$ cat src/rtl/wb_burst_reader_if.sv
// Wishbone classic/burst master bus plus the read-data word stream of wb_burst_reader.
// The master modport is the reader's view; the slave modport is the bus/sink side.
interface wb_burst_reader_if;
   logic [31:0] wbm_adr_o;
   logic [3:0]  wbm_sel_o;
   logic [2:0]  wbm_cti_o;
   logic        wbm_we_o;
   logic        wbm_cyc_o;
   logic        wbm_stb_o;
   logic [31:0] wbm_dat_i;
   logic        wbm_ack_i;
   logic [31:0] st_data_o;
   logic        st_valid_o;
   logic        st_ready_i;

   modport master (
      output wbm_adr_o, wbm_sel_o, wbm_cti_o, wbm_we_o, wbm_cyc_o, wbm_stb_o,
      input  wbm_dat_i, wbm_ack_i,
      output st_data_o, st_valid_o,
      input  st_ready_i
   );

   modport slave (
      input  wbm_adr_o, wbm_sel_o, wbm_cti_o, wbm_we_o, wbm_cyc_o, wbm_stb_o,
      output wbm_dat_i, wbm_ack_i,
      input  st_data_o, st_valid_o,
      output st_ready_i
   );
endinterface

$ cat src/rtl/wb_burst_reader.sv
// Wishbone burst reader: fetches len_words_i words from base_adr_i in bursts of up to
// BURST_LEN beats into a first-word-fall-through FIFO (FIFO_DEPTH >= 2) feeding a stream.
module wb_burst_reader #(
   parameter int BURST_LEN  = 8,
   parameter int FIFO_DEPTH = 16
) (
   input  logic                wb_clk_i,
   input  logic                wb_rst_i,
   input  logic                start_i,
   input  logic [31:0]         base_adr_i,
   input  logic [23:0]         len_words_i,
   output logic                busy_o,
   output logic                done_o,
   wb_burst_reader_if.master   bus
);

   localparam int AW     = $clog2(FIFO_DEPTH);
   localparam int CNT_W  = AW + 1;
   localparam int CMP_W  = (CNT_W > 6) ? CNT_W : 6;
   localparam logic [CNT_W-1:0] DEPTH_C  = CNT_W'(FIFO_DEPTH);
   localparam logic [5:0]       BLEN_MAX = 6'(BURST_LEN);

   localparam logic [2:0] CTI_CLASSIC = 3'b000;
   localparam logic [2:0] CTI_INCR    = 3'b010;
   localparam logic [2:0] CTI_END     = 3'b111;

   typedef enum logic [1:0] {IDLE, WAIT_SPACE, BURST, DRAIN} state_e;

   state_e      state_q;
   logic [29:0] wadr_q;
   logic [23:0] rem_q;
   logic [5:0]  beats_q;
   logic        busy_q, done_q, cyc_q, stb_q;
   logic [2:0]  cti_q;

   logic [31:0]      mem_q [FIFO_DEPTH];
   logic [CNT_W-1:0] wr_ptr_q, rd_ptr_q, wr_ptr_d, rd_ptr_d;
   logic [CNT_W-1:0] count, free;
   logic [5:0]       blen;
   logic             push, pop, fifo_empty, space_ok;
   logic             adr_lsb_unused;

   assign adr_lsb_unused = ^base_adr_i[1:0];

   assign count      = wr_ptr_q - rd_ptr_q;
   assign free       = DEPTH_C - count;
   assign fifo_empty = (count == '0);
   assign blen       = (rem_q < 24'(BURST_LEN)) ? rem_q[5:0] : BLEN_MAX;
   // Pushes only happen in BURST, so free space can only grow while waiting here.
   assign space_ok   = (CMP_W'(free) >= CMP_W'(blen));

   assign push = bus.wbm_ack_i & cyc_q & stb_q;
   assign pop  = ~fifo_empty & bus.st_ready_i;

   always_ff @(posedge wb_clk_i) begin
      if (wb_rst_i) begin
         state_q <= IDLE;
         busy_q  <= 1'b0;
         done_q  <= 1'b0;
         cyc_q   <= 1'b0;
         stb_q   <= 1'b0;
         cti_q   <= CTI_CLASSIC;
         wadr_q  <= '0;
         rem_q   <= '0;
         beats_q <= '0;
      end else begin
         done_q <= 1'b0;
         case (state_q)
            IDLE: begin
               if (start_i) begin
                  if (len_words_i != 24'd0) begin
                     wadr_q  <= base_adr_i[31:2];
                     rem_q   <= len_words_i;
                     busy_q  <= 1'b1;
                     state_q <= WAIT_SPACE;
                  end else begin
                     done_q <= 1'b1;
                  end
               end
            end
            WAIT_SPACE: begin
               if (space_ok) begin
                  cyc_q   <= 1'b1;
                  stb_q   <= 1'b1;
                  beats_q <= blen;
                  cti_q   <= (blen == 6'd1) ? CTI_CLASSIC : CTI_INCR;
                  state_q <= BURST;
               end
            end
            BURST: begin
               if (push) begin
                  wadr_q  <= wadr_q + 30'd1;
                  rem_q   <= rem_q - 24'd1;
                  beats_q <= beats_q - 6'd1;
                  if (beats_q == 6'd1) begin
                     cyc_q   <= 1'b0;
                     stb_q   <= 1'b0;
                     cti_q   <= CTI_CLASSIC;
                     state_q <= (rem_q == 24'd1) ? DRAIN : WAIT_SPACE;
                  end else if (beats_q == 6'd2) begin
                     cti_q <= CTI_END;
                  end
               end
            end
            DRAIN: begin
               if (fifo_empty) begin
                  done_q  <= 1'b1;
                  busy_q  <= 1'b0;
                  state_q <= IDLE;
               end
            end
            default: state_q <= IDLE;
         endcase
      end
   end

   always_comb begin
      wr_ptr_d = wr_ptr_q;
      rd_ptr_d = rd_ptr_q;
      if (push) wr_ptr_d = wr_ptr_q + CNT_W'(1);
      if (pop)  rd_ptr_d = rd_ptr_q + CNT_W'(1);
   end

   always_ff @(posedge wb_clk_i) begin
      if (wb_rst_i) begin
         wr_ptr_q <= '0;
         rd_ptr_q <= '0;
      end else begin
         wr_ptr_q <= wr_ptr_d;
         rd_ptr_q <= rd_ptr_d;
      end
   end

   always_ff @(posedge wb_clk_i) begin
      if (push) mem_q[wr_ptr_q[AW-1:0]] <= bus.wbm_dat_i;
   end

   assign busy_o         = busy_q;
   assign done_o         = done_q;
   assign bus.wbm_adr_o  = {wadr_q, 2'b00};
   assign bus.wbm_sel_o  = 4'hF;
   assign bus.wbm_cti_o  = cti_q;
   assign bus.wbm_we_o   = 1'b0;
   assign bus.wbm_cyc_o  = cyc_q;
   assign bus.wbm_stb_o  = stb_q;
   assign bus.st_data_o  = mem_q[rd_ptr_q[AW-1:0]];
   assign bus.st_valid_o = ~fifo_empty;

endmodule

$ cat src/flat_wrapper.sv
// flat-port wrapper written by rule: the top's interface ports become plain ports
module wb_burst_reader_flat 
#(
   parameter int BURST_LEN  = 8,
   parameter int FIFO_DEPTH = 16
)
  (wb_clk_i, wb_rst_i, start_i, base_adr_i, len_words_i, busy_o, done_o, bus_wbm_adr_o, bus_wbm_sel_o, bus_wbm_cti_o, bus_wbm_we_o, bus_wbm_cyc_o, bus_wbm_stb_o, bus_wbm_dat_i, bus_wbm_ack_i, bus_st_data_o, bus_st_valid_o, bus_st_ready_i);
  wb_burst_reader_if bus_i ();
  input  logic wb_clk_i;
  input  logic wb_rst_i;
  input  logic start_i;
  input  logic [31:0] base_adr_i;
  input  logic [23:0] len_words_i;
  output logic busy_o;
  output logic done_o;
  output wire logic [$bits(bus_i.wbm_adr_o)-1:0] bus_wbm_adr_o;
  output wire logic [$bits(bus_i.wbm_sel_o)-1:0] bus_wbm_sel_o;
  output wire logic [$bits(bus_i.wbm_cti_o)-1:0] bus_wbm_cti_o;
  output wire logic [$bits(bus_i.wbm_we_o)-1:0] bus_wbm_we_o;
  output wire logic [$bits(bus_i.wbm_cyc_o)-1:0] bus_wbm_cyc_o;
  output wire logic [$bits(bus_i.wbm_stb_o)-1:0] bus_wbm_stb_o;
  input wire logic [$bits(bus_i.wbm_dat_i)-1:0] bus_wbm_dat_i;
  input wire logic [$bits(bus_i.wbm_ack_i)-1:0] bus_wbm_ack_i;
  output wire logic [$bits(bus_i.st_data_o)-1:0] bus_st_data_o;
  output wire logic [$bits(bus_i.st_valid_o)-1:0] bus_st_valid_o;
  input wire logic [$bits(bus_i.st_ready_i)-1:0] bus_st_ready_i;
  assign bus_wbm_adr_o = bus_i.wbm_adr_o;
  assign bus_wbm_sel_o = bus_i.wbm_sel_o;
  assign bus_wbm_cti_o = bus_i.wbm_cti_o;
  assign bus_wbm_we_o = bus_i.wbm_we_o;
  assign bus_wbm_cyc_o = bus_i.wbm_cyc_o;
  assign bus_wbm_stb_o = bus_i.wbm_stb_o;
  assign bus_i.wbm_dat_i = bus_wbm_dat_i;
  assign bus_i.wbm_ack_i = bus_wbm_ack_i;
  assign bus_st_data_o = bus_i.st_data_o;
  assign bus_st_valid_o = bus_i.st_valid_o;
  assign bus_i.st_ready_i = bus_st_ready_i;
  wb_burst_reader #(.BURST_LEN(BURST_LEN), .FIFO_DEPTH(FIFO_DEPTH)) u_core (.wb_clk_i(wb_clk_i), .wb_rst_i(wb_rst_i), .start_i(start_i), .base_adr_i(base_adr_i), .len_words_i(len_words_i), .busy_o(busy_o), .done_o(done_o), .bus(bus_i));
endmodule
$ cat config.mk
export PLATFORM = sky130hd
export DESIGN_NAME = wb_burst_reader_flat
export DESIGN_NICKNAME = d
export VERILOG_FILES = /design/src/rtl/wb_burst_reader_if.sv /design/src/rtl/wb_burst_reader.sv /design/src/flat_wrapper.sv
export SDC_FILE = /design/constraint.sdc
export NUM_CORES = 1
export LEC_CHECK = 0
export BUFFER_PORTS_ARGS = -buffer_cell sky130_fd_sc_hd__buf_2
export CORE_ASPECT_RATIO = 1.1
export CORE_MARGIN = 4
export CORE_UTILIZATION = 60
export DETAILED_ROUTE_END_ITERATION = 16
export PLACE_DENSITY = 0.82
export SLEW_MARGIN = 15
export SYNTH_ARGS = -nofsm -noshare
export SYNTH_HDL_FRONTEND = slang
export SYNTH_SLANG_ARGS = --single-unit
$ cat constraint.sdc
create_clock -name wb_clk_i -period 5.4 [get_ports wb_clk_i]
set_input_delay 1.08 -clock wb_clk_i [delete_from_list [all_inputs] [get_ports wb_clk_i]]
set_output_delay 1.08 -clock wb_clk_i [all_outputs]
set_load 0.005 [all_outputs]
==> metrics <==
commonest non-fill, non-tap cell in the layout=edfxtp_1; Leakage Power=0.00909 uW; Worst Path Arrival=about 3100 ps; Main synth FF type=edfxtp_1; Hold Buf Count CTS=0; f_max=between 200 and 250 MHz; Total Routing Usage GR=between 20 and 30%; Inst Count DP=slightly above 2000; initial core utilization=around 60%; worst ir drop on vdd=between 300 and 400 uV; Detailed Route Iter0 Violations=just over 2000; Async S/R FF share, synth=0%; Avg Vias per Cell=approximately 7; hpwl dp=~34000 um; total wire length=approximately 66000 um; first-pass GRT wire length=98700 um; WL/cell=30.3 um; pwr/cell area=approximately 480 nW/um^2; area of the core=just over 40000 sq um; initial antenna violation count=3; Setup violations, final=0; CTS buffer count=56; R2R Setup Slk=between 1500 and 2000 ps; area grow syn2layout=13.7%; Post-CTS Setup Bufs=0; Adder-Cell Fraction of Synth Area=1.40%; share of post-route cells with drive strength above 1=between 20% and 30%; die height=221 um; CTS resizes=0; critical path data required time=approximately 4300 ps; MaxCap Viol Count=0; slew margin rel.=between 10% and 20%; mux cell area share after synthesis=between 10 and 15%; post-route minimum period=around 4200 ps; EDFF count, synth=512; Synth Area in XOR/XNOR=0.496%; Crit Path Max Fanout=approximately 60; Die W=about 200 um; CTS tree=done; port bufs=160; most frequent cells in the layout=edfxtp_1 (512), mux4_2 (160), buf_2 (160); largest family of logic cells by synthesized area=multiplexers; die footprint=44500 sq um; Yosys reg bits=between 500 and 600; DR vias=roughly 15000; top cells by area, synth=edfxtp_1 (62%), mux4_2 (15%), dfxtp_1 (6.6%), a21oi_1 (1.5%), ha_1 (1.3%); Yosys top cell by area=edfxtp_1; top-area cell type share of the netlist area=~62%; Slew @ Worst Pin=1210 ps; final hold violations=0; Final WS setup=approximately 1200 ps; complex-gate fraction of the synthesized area=under 10%; Final Slew Violations=0; Final ANT Viol Nets=0; Synth Cell Area=24700 sq um; RSZ-0062 raised after global routing=false; clk slew on worst S/H paths=~60 ps; crit path capture type=output pin; vias in the first global route=15128; Clock Tree Buf Depth=3; Setup CP Type=flip-flop to output pin; GP Congestion=slightly above 0.9; fill cell count=approximately 2400; worst-case reg-to-reg path depth=14; Setup WS pre-CTS=approximately 1700 ps; Hold Path Class=flip-flop to flip-flop; # rows=just under 80; status=finished, final reports clean; Mean Syn Cell Area=17.1 sq um; Synth Area in Simple Gates=just over 6%; Distinct cells, synth=80; final setup TNS=0 ps; Nets=~1700; First-pass DRT Iterations=6; pin count of the biggest net entering global routing=75; global route total overflow=0; Mapped Cells=1450; clk root buf=clkbuf_16; Final period util=between 70% and 80%; final cell count without fillers=2170; hold path depth=2; clk sinks=about 590; worst skew pair latency=between 600 and 700 ps; IO Count=170; Clock Skews=roughly 14 ps; sequential area share after synthesis=between 60 and 70%; Yosys warnings=0; H-tree depth=2; # DRC=0; crit start category=flip-flop
==> final timing paths <==
path,start,to
setup reg to reg,u_core.wr_ptr_q[0],u_core.beats_q[0]
hold / removal,u_core.rem_q[22],u_core.rem_q[22]
setup / recovery,flip-flop,bus_st_data_o[29]
hold reg to reg,u_core.rem_q[22],u_core.rem_q[22]
==> cell type report <==
cell class	instances	area [sq um]	area share, %
multi-input cells	736	7320	26.0
inverters	29	109	0.387
repair buffers	192	1080	3.84
clock inverters	39	483	1.72
diodes	3	7.51	0.0267
clock buffers	65	1480	5.25
flip-flops and latches	593	17000	60.5
well taps	513	642	2.28
==> registers in the layout, indices dropped and copies added, names as in the netlist, named ones only <==
register	cells
u_core.rd_ptr_q	5
u_core.mem_q	512
u_core.beats_q	6
u_core.bus.wbm_cyc_o	1
u_core.wr_ptr_q	5
u_core.rem_q	24
u_core.done_o	1
u_core.busy_o	1
u_core.state_q	2
u_core.bus.wbm_cti_o	2
u_core.wadr_q	30
==> worst max-delay path: stages, from the launching register on <==
cell and delay [ps]:
dfxtp_4 950, buf_4 440, mux4_2 400, mux4_2 530, buf_2 160
==> report_power, final <==
group	switching [uW]	internal, uW
Combinational	1950	1660
Clock	1810	2450
Sequential	381	5210
Total	4140	9320
==> per-stage QoR <==
step | utilization (%) | instance area, sq um | hold slack [ps] | power [uW]
after floorplan | - | 24700 | 447 | 8190
after global placement | 64.6 | 26100 | 457 | 9070
after detailed placement | 64.6 | 26100 | 471 | 9160
after CTS | 69.5 | 28100 | 480 | 13500
after global routing | 69.5 | 28100 | 502 | 14100
final | 69.5 | 28100 | 478 | 13500
==> Yosys cell counts (4+ instances only) <==
cell         n
nor4_1      28
inv_1       27
a31oi_1     13
nand2_1     73
or4_1        8
mux4_2     160
o31ai_1      7
o21ai_0     52
and3_1       8
clkbuf_1    57
a311oi_1     4
xnor2_1      7
nand2b_1     7
dfxtp_1     81
o32ai_1     13
nand4_1     11
nor2b_1     20
a21oi_1     73
nor2_1      58
nor4b_1      4
edfxtp_1   512
buf_1       17
o2bb2ai_1    8
mux2_2       5
o41ai_1      5
a21o_1       4
buf_2        4
a211oi_1    10
nand3_1     19
buf_4       15
ha_1        26
o211ai_1     4
a21boi_0     4
xor2_1       7
o21a_1       5
or3_1        5
nor3_1      22
==> cell families after synthesis <==
logic type / after synthesis
AO/OA/AOI/OAI: 232
XOR/XNOR: 14
adder cells (fa/ha/maj): 27
buffers and inverters: 127
flip-flops: 593
multiplexers: 168
other: 2
AND/OR/NAND/NOR: 287
==> layer usage <==
layer  GRT usage, %  routed length [um]  vias to the layer above
met5              0                   0                        -
met4           9.81                2330                        0
met3           4.20                5810                      159
met2           50.2               34200                     1087
met1           39.4               23500                     7526
li1               -                   -                     6196
Note: power is estimated with default switching activity, not from simulation.
